--- src/rtl/elastic_pipe_reg.sv ---
// Elastic multi-stage register chain with valid/ready handshakes on both sides.
// Bubbles collapse toward the output; flush synchronously discards all contents.
module elastic_pipe_reg #(
  parameter int                N           = 32,
  parameter int                DEPTH       = 2,
  parameter logic [N-1:0]      RESET_VALUE = '0
) (
  input  logic                         clk,
  input  logic                         reset,
  input  logic                         flush,
  input  logic                         in_valid,
  output logic                         in_ready,
  input  logic [N-1:0]                 d,
  output logic                         out_valid,
  input  logic                         out_ready,
  output logic [N-1:0]                 q,
  output logic [$clog2(DEPTH+1)-1:0]   count
);

  localparam int unsigned CW = $clog2(DEPTH + 1);

  logic [N-1:0]     data_q [DEPTH];
  logic [N-1:0]     data_d [DEPTH];
  logic [DEPTH-1:0] v_q, v_d;
  logic [DEPTH-1:0] go_c;
  logic [CW-1:0]    count_q, count_d;
  logic             in_xfer, out_xfer;

  // Advance chain: a stage may move when it is empty or everything ahead of it moves.
  always_comb begin
    go_c = '0;
    go_c[DEPTH-1] = !v_q[DEPTH-1] || out_ready;
    for (int i = DEPTH - 2; i >= 0; i--) begin
      go_c[i] = !v_q[i] || go_c[i+1];
    end
  end

  assign in_ready  = go_c[0] && !flush;
  assign out_valid = v_q[DEPTH-1] && !flush;
  assign q         = data_q[DEPTH-1];
  assign count     = count_q;
  assign in_xfer   = in_valid && in_ready;
  assign out_xfer  = out_valid && out_ready;

  // Next state; data only loads under a valid word so q stays stable across bubbles.
  always_comb begin
    v_d     = v_q;
    count_d = count_q;
    for (int i = 0; i < DEPTH; i++) begin
      data_d[i] = data_q[i];
    end

    if (flush) begin
      v_d     = '0;
      count_d = '0;
      for (int i = 0; i < DEPTH; i++) begin
        data_d[i] = RESET_VALUE;
      end
    end else begin
      if (go_c[0]) begin
        v_d[0] = in_valid;
        if (in_valid) begin
          data_d[0] = d;
        end
      end
      for (int i = 1; i < DEPTH; i++) begin
        if (go_c[i]) begin
          v_d[i] = v_q[i-1];
          if (v_q[i-1]) begin
            data_d[i] = data_q[i-1];
          end
        end
      end
      count_d = count_q + CW'(in_xfer) - CW'(out_xfer);
    end
  end

  always_ff @(posedge clk or negedge reset) begin
    if (!reset) begin
      v_q     <= '0;
      count_q <= '0;
      for (int i = 0; i < DEPTH; i++) begin
        data_q[i] <= RESET_VALUE;
      end
    end else begin
      v_q     <= v_d;
      count_q <= count_d;
      for (int i = 0; i < DEPTH; i++) begin
        data_q[i] <= data_d[i];
      end
    end
  end

endmodule

--- config.mk ---
export PLATFORM = sky130hd
export DESIGN_NAME = elastic_pipe_reg
export DESIGN_NICKNAME = d
export VERILOG_FILES = /design/src/rtl/elastic_pipe_reg.sv
export SDC_FILE = /design/constraint.sdc
export NUM_CORES = 1
export LEC_CHECK = 0
export ABC_CLOCK_PERIOD_IN_PS = 4300
export CORE_UTILIZATION = 54
export CTS_BUF_LIST = sky130_fd_sc_hd__clkbuf_8
export CTS_CLUSTER_DIAMETER = 30
export DETAILED_ROUTE_END_ITERATION = 12
export PLACE_DENSITY = 0.95
export SLEW_MARGIN = 0
export SYNTH_ARGS = -nofsm -noshare
export SYNTH_HDL_FRONTEND = slang
export SYNTH_SLANG_ARGS = --single-unit
--- constraint.sdc ---
create_clock -name clk -period 4.3 [get_ports clk]
set_input_delay 0.86 -clock clk [delete_from_list [all_inputs] [get_ports clk]]
set_output_delay 0.86 -clock clk [all_outputs]
set_load 0.01 [all_outputs]
# Word-level counts from Yosys, hierarchy flattened
# Cells that the tools add are included.
dict set report totals {
  regBits 68
  input_bits 37
  out_inout_bits 36
}
dict set report classes {
  n_addsub 2
  n_mux 9
  reduce_logical 15
}
# cell count
set op_table {}
lappend op_table {{$mux 32} 4}
lappend op_table {{$mux 64} 1}
lappend op_table {{$reduce_bool 2->1} 4}
lappend op_table {{$logic_and 1x1->1} 4}
lappend op_table {{$mux 2} 2}
lappend op_table {{$reduce_and 2->1} 2}
lappend op_table {{$logic_not 1->1} 3}
lappend op_table {{$add 2x1->2} 1}
lappend op_table {{$logic_or 1x1->1} 2}
lappend op_table {{$mux 1} 2}
lappend op_table {{$sub 2x1->2} 1}

# Logic depth before layout (Yosys ltp)
dict set report depth {
  word_depth 8
  mapped_depth 9
  depth_no_buf 8
}

# Worst setup path after synthesis
# No wires, ideal clock.
dict set report synth_timing {
  kind {input-to-reg}
  startpoint {input port out_ready}
  endpoint {register count_q[0] (netlist: count[0])}
  setup_ns 0.124
  arrival_ns 2.213
  required_ns 4.176
  slack_ns 1.962
  cell_stages 8
  cell_sequence {and3b_1 > nor3b_4 > buf_6 > inv_2 > ha_1 > inv_1 > ha_1 > nor2b_1}
}
dict set report synth_via {
  elab_chain_len 7
  word_cells_on_any_way 8
}
# item line_no
set synth_rtl {}
lappend synth_rtl {{start, declared} 15} ;# input logic out_ready,
lappend synth_rtl {{$logic_or 1x1->1} 32} ;# go_c[DEPTH-1] = !v_q[DEPTH-1] || out_ready;
lappend synth_rtl {{$logic_or 1x1->1} 34} ;# go_c[i] = !v_q[i] || go_c[i+1];
lappend synth_rtl {{$logic_and 1x1->1} 38} ;# assign in_ready = go_c[0] && !flush;
lappend synth_rtl {{$logic_and 1x1->1} 42} ;# assign in_xfer = in_valid && in_ready;
lappend synth_rtl {{$add 2x1->2} 74} ;# count_d = count_q + CW'(in_xfer) - CW'(out_xfer);
lappend synth_rtl {{$sub 2x1->2 (*)} 74}
lappend synth_rtl {{$mux 2 (*)} 53} ;# if (flush) begin
lappend synth_rtl {{named net count_d[0]} 26} ;# logic [CW-1:0] count_q, count_d;
lappend synth_rtl {{end signal, assigned} 87} ;# count_q <= count_d;
lappend synth_rtl {{end, declared} 26}
# Mark *: on every way through the listed nets, which the timed path passes. The rest lies on a longest branch.
# A chain may end at the register's enable or synchronous reset.

# Worst setup path in the final report
dict set report layout_timing {
  startpoint {input port flush}
  endpoint {output port out_valid}
}
dict set report layout_via {
  elab_chain_len 2
}
# item line_no
set layout_rtl {}
lappend layout_rtl {{start, declared} 10} ;# input logic flush,
lappend layout_rtl {{$logic_not 1->1} 39} ;# assign out_valid = v_q[DEPTH-1] && !flush;
lappend layout_rtl {{$logic_and 1x1->1} 39}
lappend layout_rtl {{end, declared} 14} ;# output logic out_valid,
# No other way between the ends.

==> out/metrics.csv <==
metric,value,unit
status,"finished, final reports clean",
synth_cell_type_count,19,
setup-violations-final,0,
cts_tree,yes,
wl_per_cell,16.99,um
synthCells,200,
r2r-start,v_q[0],
dieWidth,73.33,um
path_cells,clkdlybuf4s50_1 -> nor2b_1 -> clkdlybuf4s50_1,
cp_max_fo,10,
avgSynthCellArea,13.74,um^2
worst_pin_slew,0.5868,ns
cts_setup_buffers,0,
top_usage_layer,met2,
instances_no_fill,315,
period_share,0.7424,
drt_wl_total,5351,um
slew_headroom,0.6084,
core,4817,um^2
design_area,3445,um^2
power_density,365.7,nW/um^2
use_met2,0.3560,
start_kind,input pin,
ys.flop_type,dfrtp_1,
cp_data_arrival_time,2.33,ns
ys_top_cells_by_area,"dfrtp_1 (62%), a22o_1 (20%), buf_4 (8.7%), buf_2 (1.8%), buf_6 (1.2%)",
grt_max_degree,45,
yosysTopAreaCell,dfrtp_1,
fmax,313.3,MHz
reg2reg_depth,9,
drive_above_1_share,0.1008,
clk_pin_slew,0.07,ns
total_power,1.260,mW
finalHoldViolCount,0,
syn-num-nets,239,
grt_pass1_vias,1756,
fin_setup_tns,0,ns
crit_buf_inv,2,
yosysSeqAreaShare,0.6193,
cts_resized,0,
boundaryPins,73,
grt_util_met1,0.2944,
final_nets,282,
worstSkewPairLatency,0.33,ns
dp_cells,299,
final_core_util,0.7151,
clock_skew,0.008120,ns
hold_buffers,0,
viasPerCell,5.562,
cts.sinks,68,
synthArstFlopShare,1.000,
crit_type,in2out,
dp_hpwl,3602,um
port_buffers,72,
ant_nets,0,
drv_cap,0,
hp-class,in2async,
p_leak,1.594,nW
ctsLongestPathBuffers,2,
num_rows,25,
required,3.44,ns
grt_overflow_total,0,
synth_common_cells,"dfrtp_1 (68), a22o_1 (64), buf_4 (32)",
root_buffer,clkbuf_8,
ys_ff_latch,68,
min_period,3.192,ns
grt_use_total,0.2259,
max_stage_delay,0.66,ns
irDropWorstVdd,281.8,uV
place_area,3274,um^2
yosysTopAreaCellShare,0.6193,
diodes,0,
cp_top_family,buffers and inverters,
rsz0062_at_grt,no,
yosys_warnings,0,
crit_top_cell,clkdlybuf4s50_1,
dieArea,5377,um^2
synth_edf_count,0,
nFillCells,368,
h-tree-depth,3,
slowest_stage,clkdlybuf4s50_1,
die_h,73.33,um
drc,0,
gp_congestion,0.7726,
grtUsageMet3,0.04938,
r2r_end,count[1],
start_util,0.5704,
first_iter_violations,146,
regToRegSetupSlack,2.20,ns
vias,1752,
syn_area,2748,um^2
numCtsBuffers,9,
grt_pass1_wl,8631,um
endpoint_kind,primary output,
drv_slew,0,
antenna_found_initial,0,
synth.most_common_cell,dfrtp_1,
syn2layout_area_growth,25.36,%
drtPass1Iterations,4,
==> metrics by stage <==
step / worst slack, ns / hold WS (ns)
2_1_floorplan: 1.962 / 0.4667
3_3_place_gp: 1.157 / 0.4767
3_5_place_dp: 1.100 / 0.4794
4_1_cts: 1.093 / 0.4948
5_1_grt: 1.029 / 0.5125
6_report: 1.108 / 0.4915
==> kinds of logic after synthesis <==
| logic type | share of synthesized area |
|---|---|
| DFF | 0.6193 |
| AOI/OAI and AO/OA | 0.2077 |
| buffers and inverters | 0.1207 |
| and+or+nand+nor | 0.03689 |
| xor gates and xnor gates | 0.006376 |
| adders and majority gates | 0.009106 |
==> layout by cell type, fill, tap and decap left out, drive strengths merged, types with 3 or more instances in the layout <==
cell type and n:
clkdlybuf4s50 71, buf 6, nor2 6, clkbuf 10, a22o 64, nor2b 3
inv 4, dfrtp 68
==> how the worst max path moves through the flow <==
stage | startpoint | end | slack (ns) | cells after the start
after CTS | flush | out_valid | 1.09 | 3
after global routing | flush | out_valid | 1.03 | 3
after global placement | flush | out_valid | 1.16 | 3
after detailed placement | flush | out_valid | 1.10 | 3
final | flush | out_valid | 1.11 | 3
after floorplan | out_ready | count[0] | 1.96 | 8
==> power breakdown <==
part / internal [mW] / total (mW) / switching (mW)
combinational: 0.0726 / 0.131 / 0.0583
sequential: 0.667 / 0.684 / 0.0177
clock: 0.218 / 0.444 / 0.226
total: 0.958 / 1.26 / 0.302
==> flip-flops by register name, indices dropped and copies added, names as in the netlist <==
signal,cells
v_q,2
data_q,32
q,32
count,2
==> layer usage <==
layer  up-vias  wire, um  share of wire
li1        788         -              -
met1       878      2267           0.42
met2        71      2685           0.50
met3        15       238          0.044
met4         0       160          0.030
met5         -         0              0
==> final cells by class <==
cell class              count  area [um^2]  area share
clock inverters             6        32.53    0.009444
flip-flops and latches     68         1702      0.4940
clock buffers              10        137.6     0.03996
inverters                   2        7.507    0.002179
well taps                  67        83.83     0.02434
multi-input cells          85        728.2      0.2114
repair buffers             77        753.2      0.2187
(Power assumes the default switching activity.)
